`src/rtl/instr_sequencer_pkg.sv`:
```
// rtl/instr_sequencer_pkg.sv - shared state encodings and constants for the instruction sequencer
package instr_sequencer_pkg;

    typedef enum logic [2:0] {
        SEQ_FETCH     = 3'd0,
        SEQ_DECODE    = 3'd1,
        SEQ_MEM       = 3'd2,
        SEQ_WRITEBACK = 3'd3,
        SEQ_HALT      = 3'd4
    } seq_state_e;

    localparam logic [6:0]  OPCODE_LOAD  = 7'b0000011;
    localparam logic [6:0]  OPCODE_STORE = 7'b0100011;
    localparam logic [31:0] INSTR_NOP    = 32'h0000_0013;

    function automatic logic pc_misaligned(input logic [1:0] pc_lsb);
        return pc_lsb != 2'b00;
    endfunction

endpackage

```
`src/rtl/instr_sequencer_mem_port_mux.sv`:
```
// rtl/instr_sequencer_mem_port_mux.sv - selects fetch or load/store fields onto the shared memory port
module seq_mem_port_mux
    import instr_sequencer_pkg::*;
#(
    parameter int XLEN = 32
) (
    input  logic            port_en,
    input  seq_state_e      state,
    input  logic [XLEN-1:0] pc,
    input  logic [XLEN-1:0] dp_mem_addr,
    input  logic [XLEN-1:0] dp_mem_wdata,
    input  logic            dp_is_store,
    input  logic [2:0]      funct3,
    output logic            mem_req,
    output logic            mem_we,
    output logic [XLEN-1:0] mem_addr,
    output logic [XLEN-1:0] mem_wdata,
    output logic [2:0]      mem_wmode
);

    always_comb begin
        mem_req   = 1'b0;
        mem_we    = 1'b0;
        mem_addr  = '0;
        mem_wdata = '0;
        mem_wmode = 3'b000;
        if (port_en) begin
            case (state)
                SEQ_FETCH: begin
                    mem_req  = 1'b1;
                    mem_addr = pc;
                end
                SEQ_MEM: begin
                    mem_req   = 1'b1;
                    mem_we    = dp_is_store;
                    mem_addr  = dp_mem_addr;
                    mem_wdata = dp_mem_wdata;
                    mem_wmode = funct3;
                end
                default: ;
            endcase
        end
    end

endmodule

```
`src/rtl/instr_sequencer.sv`:
```
// rtl/instr_sequencer.sv - multi-cycle fetch/decode/mem/writeback sequencer over one shared memory port
// Optional SEQ_PERF_COUNTERS_EN adds cycle_count and retired_count outputs.
module instr_sequencer
    import instr_sequencer_pkg::*;
#(
    parameter int              XLEN     = 32,
    parameter logic [XLEN-1:0] RESET_PC = '0
) (
    input  logic            clk,
    input  logic            reset,
    output logic            mem_req,
    output logic            mem_we,
    output logic [XLEN-1:0] mem_addr,
    output logic [XLEN-1:0] mem_wdata,
    output logic [2:0]      mem_wmode,
    input  logic [XLEN-1:0] mem_rdata,
    input  logic            mem_ready,
    output logic [31:0]     dp_instruction,
    output logic [XLEN-1:0] dp_pc_next,
    output logic [XLEN-1:0] dp_load_data,
    output logic            dp_commit,
    input  logic [XLEN-1:0] dp_mem_addr,
    input  logic [XLEN-1:0] dp_mem_wdata,
    input  logic            dp_is_load,
    input  logic            dp_is_store,
    input  logic            dp_take_target,
    input  logic [XLEN-1:0] dp_pc_target,
    output logic [XLEN-1:0] pc,
    output logic            trap
`ifdef SEQ_PERF_COUNTERS_EN
    ,
    output logic [63:0]     cycle_count,
    output logic [63:0]     retired_count
`endif
);

    seq_state_e      state_q, state_d;
    logic [XLEN-1:0] pc_q, pc_d;
    logic [31:0]     instr_q, instr_d;
    logic [XLEN-1:0] load_q, load_d;
    logic            trap_q, trap_d;
    logic [XLEN-1:0] pc_plus4;
    logic [XLEN-1:0] pc_new;

    assign pc_plus4 = pc_q + XLEN'(4);
    assign pc_new   = dp_take_target ? dp_pc_target : pc_plus4;

    always_comb begin
        state_d   = state_q;
        pc_d      = pc_q;
        instr_d   = instr_q;
        load_d    = load_q;
        trap_d    = trap_q;
        dp_commit = 1'b0;
        case (state_q)
            SEQ_FETCH: begin
                if (mem_ready) begin
                    instr_d = mem_rdata[31:0];
                    state_d = SEQ_DECODE;
                end
            end
            SEQ_DECODE: begin
                state_d = (dp_is_load || dp_is_store) ? SEQ_MEM : SEQ_WRITEBACK;
            end
            SEQ_MEM: begin
                if (mem_ready) begin
                    // A simultaneous load/store decode resolves as a store: no load capture.
                    if (dp_is_load && !dp_is_store) begin
                        load_d = mem_rdata;
                    end
                    state_d = SEQ_WRITEBACK;
                end
            end
            SEQ_WRITEBACK: begin
                dp_commit = !reset;
                pc_d      = pc_new;
                if (pc_misaligned(pc_new[1:0])) begin
                    trap_d  = 1'b1;
                    state_d = SEQ_HALT;
                end else begin
                    state_d = SEQ_FETCH;
                end
            end
            SEQ_HALT: ;
            default: state_d = SEQ_HALT;
        endcase
    end

    always_ff @(posedge clk) begin
        if (reset) begin
            state_q <= SEQ_FETCH;
            pc_q    <= RESET_PC;
            instr_q <= INSTR_NOP;
            load_q  <= '0;
            trap_q  <= 1'b0;
        end else begin
            state_q <= state_d;
            pc_q    <= pc_d;
            instr_q <= instr_d;
            load_q  <= load_d;
            trap_q  <= trap_d;
        end
    end

    // Port is held idle while reset is asserted so an in-flight request drops immediately.
    seq_mem_port_mux #(
        .XLEN(XLEN)
    ) u_port_mux (
        .port_en      (!reset),
        .state        (state_q),
        .pc           (pc_q),
        .dp_mem_addr  (dp_mem_addr),
        .dp_mem_wdata (dp_mem_wdata),
        .dp_is_store  (dp_is_store),
        .funct3       (instr_q[14:12]),
        .mem_req      (mem_req),
        .mem_we       (mem_we),
        .mem_addr     (mem_addr),
        .mem_wdata    (mem_wdata),
        .mem_wmode    (mem_wmode)
    );

    assign dp_instruction = instr_q;
    assign dp_pc_next     = pc_plus4;
    assign dp_load_data   = load_q;
    assign pc             = pc_q;
    assign trap           = trap_q;

`ifdef SEQ_PERF_COUNTERS_EN
    logic [63:0] cycle_count_q, cycle_count_d;
    logic [63:0] retired_count_q, retired_count_d;

    always_comb begin
        cycle_count_d   = cycle_count_q + 64'd1;
        retired_count_d = retired_count_q + (dp_commit ? 64'd1 : 64'd0);
    end

    always_ff @(posedge clk) begin
        if (reset) begin
            cycle_count_q   <= '0;
            retired_count_q <= '0;
        end else begin
            cycle_count_q   <= cycle_count_d;
            retired_count_q <= retired_count_d;
        end
    end

    assign cycle_count   = cycle_count_q;
    assign retired_count = retired_count_q;
`endif

endmodule
```
`config.mk`:
```
export PLATFORM = sky130hd
export DESIGN_NAME = instr_sequencer
export DESIGN_NICKNAME = d
export VERILOG_FILES = /design/src/rtl/instr_sequencer_pkg.sv /design/src/rtl/instr_sequencer_mem_port_mux.sv /design/src/rtl/instr_sequencer.sv
export SDC_FILE = /design/constraint.sdc
export NUM_CORES = 1
export LEC_CHECK = 0
export CAP_MARGIN = 20
export CELL_PAD_IN_SITES_DETAIL_PLACEMENT = 1
export CELL_PAD_IN_SITES_GLOBAL_PLACEMENT = 1
export CORE_MARGIN = 3
export CORE_UTILIZATION = 25
export DETAILED_ROUTE_END_ITERATION = 10
export GPL_ROUTABILITY_DRIVEN = 0
export GPL_TIMING_DRIVEN = 1
export HOLD_SLACK_MARGIN = 0.1
export PLACE_DENSITY_LB_ADDON = 0.1
export SETUP_SLACK_MARGIN = 0.5
export SLEW_MARGIN = 40
export SYNTH_ARGS = -nofsm -noshare
export SYNTH_HDL_FRONTEND = slang
export SYNTH_SLANG_ARGS = --single-unit
```
`constraint.sdc`:
```
create_clock -name clk -period 2.08 [get_ports clk]
set_input_delay 0.208 -clock clk [delete_from_list [all_inputs] [get_ports clk]]
set_output_delay 0.208 -clock clk [all_outputs]
set_load 0.02 [all_outputs]
```
==> results of run 1 <==
-- cell usage in the layout (no fill, tap or decap), types with 9 or more instances in the layout --
cell type | netlist | final
nand2_2 | 2 | 12
nand2_4 | 0 | 48
buf_16 | 0 | 17
and3_4 | 0 | 39
nor2_4 | 0 | 37
dfxtp_1 | 100 | 76
inv_1 | 12 | 10
buf_12 | 0 | 29
nand2_1 | 161 | 101
clkdlybuf4s50_1 | 0 | 173
nor3_1 | 15 | 12
dfxtp_2 | 0 | 15
clkbuf_16 | 0 | 20
dfxtp_4 | 0 | 9
buf_6 | 0 | 142
nand3_1 | 22 | 14
a21oi_1 | 85 | 37
dlymetal6s2s_1 | 0 | 54
xnor2_2 | 0 | 9
a21oi_2 | 0 | 47
buf_4 | 3 | 118
nor2_1 | 60 | 23
a22oi_2 | 0 | 33
-- repair_timing --
item / 4_1_cts / 5_1_grt
buffers inserted: 56 / 34
endpoints found under the setup margin: 226 / 242
gates resized for setup: 785 / 249
pin swaps: 70 / 131
cloned: 18 / 12
-- flip-flops by register name, indices dropped and copies added, names as in the netlist --
register / flops
dp_instruction: 32
dp_load_data: 32
pc: 32
state_q: 3
trap: 1
-- routing by layer --
metal / vias to the layer above / track usage [%] / wire [um] / share of wire, %
li1: 3607 / - / - / -
met3: 78 / 7.13 / 2160 / 5.7
met2: 287 / 46.9 / 20600 / 54
met5: - / 0 / 13 / 0.034
met1: 4045 / 29.3 / 14200 / 37
met4: 2 / 6.73 / 1210 / 3.2
-- power by group --
| group | total [W] | switching (W) | internal, W |
|---|---|---|---|
| sequential | 0.00202 | 0.0000504 | 0.00197 |
| combinational | 0.00213 | 0.000999 | 0.00113 |
| clock | 0.00166 | 0.000829 | 0.000830 |
| total | 0.00581 | 0.00188 | 0.00393 |
-- critical path, stage by stage, from the launching register on --
cell,delay (ns)
dfxtp_2,0.35
buf_4,0.12
nand3_4,0.10
nor4_4,0.36
buf_4,0.17
and4_4,0.26
nand2_4,0.07
xnor2_4,0.13
buf_6,0.14
-- worst paths after layout --
kind | endpoint | slack (ns) | cells past startpoint
setup / recovery | dp_pc_next[30] | -0.18 | 8
hold reg to reg | dp_instruction[24]$_SDFFE_PP0P_ | 0.46 | 2
setup reg to reg | pc[17]$_SDFFE_PP0P_ | 0.01 | 12
hold / removal | dp_instruction[4]$_SDFFE_PP1P_ | 0.34 | 4
-- layout make-up --
cell class	instances	area, um2	share of cell area, %
clock buffer	10	229	1.64
timing repair buffer	557	6360	45.6
sequential	100	2050	14.7
antenna	1	2.50	0.0180
tap	275	344	2.47
multi-input combinational	561	4850	34.8
inverter	12	52.6	0.377
clock inverter	5	46.3	0.332
-- per-stage QoR --
step / hold WS [ns] / util (%) / cells / area [um2] / setup WS, ns
final: 0.337 / 65.5 / 1521 / 13900 / -0.177
after global routing: 0.339 / 65.5 / 1520 / 13900 / -0.257
after CTS: 0.309 / 58.7 / 1474 / 12500 / -0.189
after detailed placement: 0.446 / 48.4 / 1385 / 10300 / -0.367
after global placement: 0.434 / 48.4 / 1385 / 10300 / -0.355
after floorplan: 0.332 / - / 748 / 6100 / 0.148
-- logic make-up after synthesis --
family | share of synthesized area, %
AO/OA/AOI/OAI | 20.3
AND/OR/NAND/NOR | 31.0
buffers and inverters | 6.63
flip-flops | 36.4
adder cells (fa/ha/maj) | 0.228
multiplexers | 0.729
XOR/XNOR | 4.62
==> run summary, run 1 <==
status: finished with violations
failing checks: negative setup slack
reg2reg start: pc[2]$_SDFFE_PP0P_
Synth top area share: 36.4%
commonest register cell after synthesis: dfxtp_1
crit path kind: flop to primary output
final worst slack: -0.177 ns
synth unique cells: 60
Detailed Route Iter0 Violations: 450
RSZ-0062 raised after global routing: true
max cap viols: 0
required time worst endpoint: 1.87 ns
Async SR Flop Fraction: 0%
vias per cell: 5.27
WL per Instance: 25.2 um
Clock Path Buffers: 2
CTS Buf Count: 9
# setup viols final: 20
clock input transition at the sequential cells of the worst setup and hold paths: 0.08 ns
cts-stage hold buffer count: 0
antenna violations before repair: 1
vias in the first global route: 7959
grt ovf: 0
CORE AREA: 21300 um2
Syn Nets: 883
first-pass GRT wire length: 48200 um
All-Layer GR Usage: 25.7%
Core Rows: 53
CTS Sinks: 100
peak supply drop: 0.449 mV
FF+latch count, synth: 100
min-delay src: reset
NumNets Final: 1376
Least-Margin Pin Slew: 0.825 ns
DRT antenna net count: 0
Final Hold Fails: 0
max-slew violation count: 0
routed via count: 8019
fill count: 2200
CTS tree: done
routed wire length: 38300 um
post-route setup TNS: -2.12 ns
Die Area: 23800 um2
width of the die: 154 um
Final Critical Period: 2.26 ns
Worst-Skew Late Latency: 0.36 ns
Post-Syn Area: 5490 um2
layout cells sized above 1: 52.4%
Area Growth Syn to Fin: 154%
Peak Freq: 443 MHz
type of element capturing the critical path: primary output
Max Clock Skew: 0.0120 ns
Worst Setup SP: pc[7]$_SDFFE_PP0P_
Post-Synthesis Cells: 748
EDFF count, synth: 0
IO Port Bufs: 332
CP Launch Type: flop
Starting Density: 25.8%
Leak: 6.54 nW
placed wire-length estimate: 20000 um
DRT Pass-1 Iters: 5
Commonest cells post-synth: 161 x nand2_1, 100 x dfxtp_1, 85 x a21oi_1, 60 x nor2_1, 49 x clkbuf_1
worst min path class: input pin to flop
H-Tree Depth: 3
syn_area_per_cell: 7.34 um2
Max FO, Critical Path: 3
Max-slew headroom: 45.0%
CTS root buf: clkbuf_16
DRC errors left: 0
period utilization: 109%
post-synthesis sequential area ratio: 36.4%
die height: 154 um
post-synth top area cell: dfxtp_1
top-count cell post-synth: nand2_1
main area contributors after synthesis: dfxtp_1 36%, nand2_1 11%, a21oi_1 7.7%
yosys warns: 0
IO Pins: 333
power after layout: 0.00581 W
largest net degree at the start of global routing: 75
CP arrival: 2.05 ns
P per Cell Area: 417 nW/um2
No activity file was read; power rests on OpenSTA's default activity.
==> inputs of run 2 (changes only) <==
Settings changed: ABC_CLOCK_PERIOD_IN_PS set to 2080.
==> results of run 2 <==
No change in the layout: final DEF, timing and power equal those of run 1.
